$ cat config.mk
export PLATFORM = sky130hd
export DESIGN_NAME = adc_pattern_gen
export DESIGN_NICKNAME = d
export VERILOG_FILES = /design/src/rtl/adc_patgen_pkg.sv /design/src/rtl/adc_patgen_lfsr.sv /design/src/rtl/adc_pattern_gen.sv
export SDC_FILE = /design/constraint.sdc
export NUM_CORES = 1
export LEC_CHECK = 0
export BUFFER_PORTS_ARGS = -buffer_cell sky130_fd_sc_hd__clkbuf_2
export CORE_MARGIN = 5
export CORE_UTILIZATION = 64
export DETAILED_ROUTE_END_ITERATION = 12
export GPL_TIMING_DRIVEN = 0
export PLACE_DENSITY_LB_ADDON = 0.25
export SLEW_MARGIN = 30
export SYNTH_ARGS = -nofsm -noshare
export SYNTH_HDL_FRONTEND = slang
export SYNTH_SLANG_ARGS = --single-unit
$ cat constraint.sdc
create_clock -name clk -period 3.84 [get_ports clk]
set_input_delay 0.576 -clock clk [delete_from_list [all_inputs] [get_ports clk]]
set_output_delay 0.576 -clock clk [all_outputs]
set_load 0.03 [all_outputs]
$ cat src/rtl/adc_patgen_pkg.sv
// Shared types, PRBS constants and the PRBS-15 step function for the ADC test-pattern source.
package adc_patgen_pkg;

  typedef enum logic [1:0] {
    FIXED = 2'd0,
    RAMP  = 2'd1,
    PRBS  = 2'd2,
    RSVD  = 2'd3
  } adc_patgen_mode_e;

  typedef enum logic [1:0] {
    IDLE = 2'd0,
    RUN  = 2'd1,
    GAP  = 2'd2,
    DONE = 2'd3
  } adc_patgen_state_e;

  localparam logic [14:0] PRBS_SEED = 15'h7FFF;
  // x^15 + x^14 + 1 in right-shift form: feedback is bit0 ^ bit1, shifted in at bit 14.
  localparam logic [14:0] PRBS_TAPS = 15'h0003;

  function automatic logic [14:0] prbs_next(input logic [14:0] s);
    return {^(s & PRBS_TAPS), s[14:1]};
  endfunction

endpackage

$ cat src/rtl/adc_patgen_lfsr.sv
// PRBS-15 state register: reloads the seed on load, takes one step on advance.
module adc_patgen_lfsr
  import adc_patgen_pkg::*;
(
  input  logic        clk,
  input  logic        rstn,
  input  logic        load_i,
  input  logic        advance_i,
  output logic [14:0] state_o
);

  logic [14:0] state_q;

  always_ff @(posedge clk or negedge rstn) begin
    if (!rstn) begin
      state_q <= PRBS_SEED;
    end else if (load_i) begin
      state_q <= PRBS_SEED;
    end else if (advance_i) begin
      state_q <= prbs_next(state_q);
    end
  end

  assign state_o = state_q;

endmodule

$ cat src/rtl/adc_pattern_gen.sv
// Multi-channel synthetic ADC sample source (fixed / ramp / PRBS bursts).
// PRBS generation is built only when ADC_PATGEN_PRBS_EN is defined; otherwise mode 2 yields base 0.
module adc_pattern_gen
  import adc_patgen_pkg::*;
#(
  parameter int DATA_W = 18,
  parameter int NUM_CH = 1,
  parameter int CNT_W  = 16,
  parameter int GAP_W  = 8
) (
  input  logic                     clk,
  input  logic                     rstn,
  input  logic                     cfg_en,
  input  logic [1:0]               cfg_mode,
  input  logic [DATA_W-1:0]        cfg_fixed,
  input  logic [DATA_W-1:0]        cfg_step,
  input  logic [GAP_W-1:0]         cfg_gap,
  input  logic [CNT_W-1:0]         cfg_burst_len,
  input  logic                     start,
  output logic                     busy,
  output logic                     done,
  output logic [NUM_CH*DATA_W-1:0] adc_data,
  output logic                     adc_valid,
  output logic [1:0]               dbg_state
);

  // adc_valid is a pure strobe with no backpressure: each high cycle carries exactly one
  // new sample on adc_data, and adc_data holds its last value while adc_valid is low.

  adc_patgen_state_e         state_q;
  adc_patgen_mode_e          mode_q;
  logic [DATA_W-1:0]         fixed_q, step_q, ramp_q, ramp_d;
  logic [GAP_W-1:0]          gap_q, gap_cnt_q;
  logic [CNT_W-1:0]          len_q, cnt_q, cnt_d;
  logic [NUM_CH*DATA_W-1:0]  data_q, data_d;
  logic                      valid_q, busy_q, done_q;

  logic                      accept, last_sample, emit_next;
  logic [DATA_W-1:0]         start_base, run_base;
  logic [DATA_W-1:0]         prbs_seed_base, prbs_run_base;

  function automatic logic [NUM_CH*DATA_W-1:0] fan_out(input logic [DATA_W-1:0] base);
    logic [NUM_CH*DATA_W-1:0] r;
    r = '0;
    for (int c = 0; c < NUM_CH; c++) begin
      r[c*DATA_W +: DATA_W] = base + DATA_W'(c);
    end
    return r;
  endfunction

  assign accept      = (state_q == IDLE) && start && cfg_en;
  assign last_sample = (len_q != '0) && (cnt_q == len_q);
  assign emit_next   = cfg_en &&
                       (((state_q == RUN) && !last_sample && (gap_q == '0)) ||
                        ((state_q == GAP) && (gap_cnt_q == GAP_W'(1))));

`ifdef ADC_PATGEN_PRBS_EN
  logic [14:0] lfsr_state;

  adc_patgen_lfsr u_lfsr (
    .clk       (clk),
    .rstn      (rstn),
    .load_i    (accept),
    .advance_i (emit_next && (mode_q == PRBS)),
    .state_o   (lfsr_state)
  );

  // The register holds the value already emitted, so later samples use its successor.
  assign prbs_seed_base = DATA_W'(PRBS_SEED);
  assign prbs_run_base  = DATA_W'(prbs_next(lfsr_state));
`else
  assign prbs_seed_base = '0;
  assign prbs_run_base  = '0;
`endif

  always_comb begin
    start_base = cfg_fixed;
    if (adc_patgen_mode_e'(cfg_mode) == PRBS) begin
      start_base = prbs_seed_base;
    end
    case (mode_q)
      RAMP:    run_base = ramp_q;
      PRBS:    run_base = prbs_run_base;
      default: run_base = fixed_q;
    endcase
    data_d = fan_out(accept ? start_base : run_base);
    ramp_d = accept ? (cfg_fixed + cfg_step) : (ramp_q + step_q);
    cnt_d  = accept ? CNT_W'(1) : (cnt_q + CNT_W'(1));
  end

  always_ff @(posedge clk or negedge rstn) begin
    if (!rstn) begin
      state_q   <= IDLE;
      mode_q    <= FIXED;
      fixed_q   <= '0;
      step_q    <= '0;
      gap_q     <= '0;
      len_q     <= '0;
      gap_cnt_q <= '0;
      cnt_q     <= '0;
      ramp_q    <= '0;
      data_q    <= '0;
      valid_q   <= 1'b0;
      busy_q    <= 1'b0;
      done_q    <= 1'b0;
    end else begin
      valid_q <= 1'b0;
      done_q  <= 1'b0;
      unique case (state_q)
        IDLE: begin
          if (accept) begin
            state_q <= RUN;
            busy_q  <= 1'b1;
            mode_q  <= adc_patgen_mode_e'(cfg_mode);
            fixed_q <= cfg_fixed;
            step_q  <= cfg_step;
            gap_q   <= cfg_gap;
            len_q   <= cfg_burst_len;
          end
        end
        RUN: begin
          if (!cfg_en) begin
            state_q <= IDLE;
            busy_q  <= 1'b0;
          end else if (last_sample) begin
            state_q <= DONE;
            busy_q  <= 1'b0;
            done_q  <= 1'b1;
          end else if (gap_q != '0) begin
            state_q   <= GAP;
            gap_cnt_q <= gap_q;
          end
        end
        GAP: begin
          if (!cfg_en) begin
            state_q <= IDLE;
            busy_q  <= 1'b0;
          end else if (gap_cnt_q == GAP_W'(1)) begin
            state_q <= RUN;
          end else begin
            gap_cnt_q <= gap_cnt_q - GAP_W'(1);
          end
        end
        DONE: begin
          state_q <= IDLE;
        end
        default: begin
          state_q <= IDLE;
        end
      endcase
      if (accept || emit_next) begin
        valid_q <= 1'b1;
        data_q  <= data_d;
        cnt_q   <= cnt_d;
        ramp_q  <= ramp_d;
      end
    end
  end

  assign busy      = busy_q;
  assign done      = done_q;
  assign adc_data  = data_q;
  assign adc_valid = valid_q;
  assign dbg_state = state_q;

endmodule

==> impl_metrics.ini <==
[timing]
setup_viol = 0
rsz0062_at_grt = false
period_share = 0.807
relSlewSlack = 0.450
fin_crit_ns = 3.10
fin_skew_ns = 0.00868
slew_violations = 0
tightest_slew_ns = 0.824
fmax_mhz = 323
setup_slack_ns = 0.741
tns_ns = 0
hold_violations = 0

[cts]
ctsLongestPathBuffers = 2
clk_latency_ns = 0.42
cts_setup_buffers = 0
cts_tree = done
cts-root-buf = clkbuf_16
path_clk_slew_ns = 0.05
cts_max_level = 4
numCtsBuffers = 17
cts_resized = 0
hold_buffers = 0
cts_sinks = 127

[setup_path]
path_cells = xor2_1 > nor4_2 > and3_1 > a21oi_1 > o21ai_0 > clkbuf_1 > a221oi_1 > o31ai_1
slowest_stage = o21ai_0
critPathArrivalTime_ns = 3.40
max_stage_delay_ns = 0.57
endpoint_kind = register
reg2reg_depth = 8
worstPathMaxFanout = 10
setup.worst_path.class = reg2reg
cp.required_ns = 4.14
cp-start-kind = register

[layout]
drive_gt1_frac = 0.131
diodes = 0
syn2layout_area_growth_pct = 15.5
layout_commonest_cell = nand2_1
mostFrequentLayoutCells = nand2_1, dfrtp_1, clkbuf_2
nNetsFinal = 1112

[routing]
first_pass_iters = 5
drt_iter0_drc = 756
drtAntennaViolNets = 0
drt-total-wl_um = 21900
vias_per_cell = 6.24
vias = 7222
remaining_drc_errors = 0
detail_route.wl_per_cell_um = 18.9

[power]
p_per_area_mw_per_mm2 = 816
peakVddDrop_v = 0.000429
p_leak_nw = 4.32

[logic_synthesis]
syn_nets = 1004
synth_edf_count = 0
synth.distinct_cells = 62
syn_inst = 894
yosysSeqAreaShare = 0.416
synth-seq-cells = 127
yosys_warnings = 0
synth-main-ff-cell = dfrtp_1
async_flop_share = 1.00
syn_area_per_cell_um2 = 8.55
syn_area_mm2 = 0.00764

[place]
routabilityCongestion = 0.977
portBuffers = 88
pre_cts_ws_ns = 0.720
dp_hpwl_um = 16000

[die]
dieArea_mm2 = 0.0142
rows = 40
io_pins = 89
die_x_um = 119
core_mm2 = 0.0119
dieHeight_um = 119
start_util = 0.644

[global_routing]
overflow = 0
antenna_found_initial = 0
grt_pass1_wl_um = 35800
grt_usage = 0.318
grt_max_degree = 80
first_global_vias = 7244

[hold_path]
hold_class = in2async

[run]
cap_viol_max_count = 0

[status]
status = completed
[worst paths after layout]
kind / start / endpoint / slack, ns
worst min-delay path: rstn / len_q[2] / 0.17
min in group clk: cfg_gap[5] / gap_q[5] / 0.35
worst max register to register: cnt_q[9] / adc_data[10] / 0.74
worst min register to register: fixed_q[5] / fixed_q[5] / 0.48
max in group asynchronous: rstn / adc_data[12] / 2.97
worst max-delay path: cnt_q[9] / adc_data[10] / 0.74
[flip-flops by register name (all words and copies together), names as in the netlist]
name	cells
cnt_q	16
gap_cnt_q	8
mode_q	2
fixed_q	18
adc_valid	1
gap_q	8
adc_data	18
step_q	18
ramp_q	18
busy	1
len_q	16
done	1
dbg_state	2
[worst max-delay path, delay by kind of cell, from the launching register on]
kind	cells	cell delay [ns]
AOI/OAI and AO/OA	4	1.13
and+or+nand+nor	2	0.68
buffers and inverters	1	0.55
xor gates and xnor gates	1	0.18
DFF	1	0.44
[synth_stat cells, types with 12 or more instances]
cell | n | area share
clkbuf_1 | 36 | 0.018
nand2_1 | 250 | 0.12
o21ai_0 | 42 | 0.028
a22oi_1 | 14 | 0.014
and3_1 | 12 | 0.0098
nor2_1 | 47 | 0.023
dfrtp_1 | 127 | 0.42
xnor2_1 | 18 | 0.021
nand4_1 | 14 | 0.011
ha_1 | 42 | 0.069
a21oi_1 | 58 | 0.038
o21a_1 | 18 | 0.018
xor2_1 | 34 | 0.039
[kinds of logic after synthesis]
kind of cell / synth area share
flip-flops: 0.416
XOR/XNOR: 0.0596
adder cells (fa/ha/maj): 0.0740
AO/OA/AOI/OAI: 0.190
buffers and inverters: 0.0295
multiplexers: 0.00540
AND/OR/NAND/NOR: 0.226
[power by group]
| part | internal [mW] | leakage, nW | switching, mW | total (mW) |
|---|---|---|---|---|
| Sequential | 1.92 | 1.57 | 0.516 | 2.43 |
| Clock | 0.913 | 0.259 | 0.544 | 1.46 |
| Combinational | 1.27 | 2.49 | 2.04 | 3.31 |
[metal layers]
metal  track usage  wire, µm  up-vias
li1              -         -     3354
met1         0.401      8700     3444
met2         0.516     10400      344
met3        0.0764      1840       80
met4         0.152       940        0
met5             0         0        -
[metrics by stage]
| step | instances | power, mW | hold slack, ns | instance area, µm² | util |
|---|---|---|---|---|---|
| global route | 1158 | 7.67 | 0.229 | 8830 | 0.744 |
| floorplan | 894 | 4.73 | 0.280 | 7640 | - |
| detailed placement | 1130 | 5.64 | 0.465 | 8300 | 0.700 |
| global placement | 1129 | 5.51 | 0.459 | 8260 | 0.697 |
| finish | 1158 | 7.20 | 0.174 | 8830 | 0.744 |
| CTS | 1158 | 7.14 | 0.210 | 8830 | 0.744 |
[cell type report]
type | count | area, µm²
multi-input cells | 711 | 4240
flip-flops and latches | 127 | 3180
fillers | 881 | 3030
clock buffers | 28 | 527
repair buffers | 89 | 477
plain buffers | 45 | 184
well taps | 147 | 184
inverters | 11 | 41.3
No activity file was read; power rests on OpenSTA's default activity.
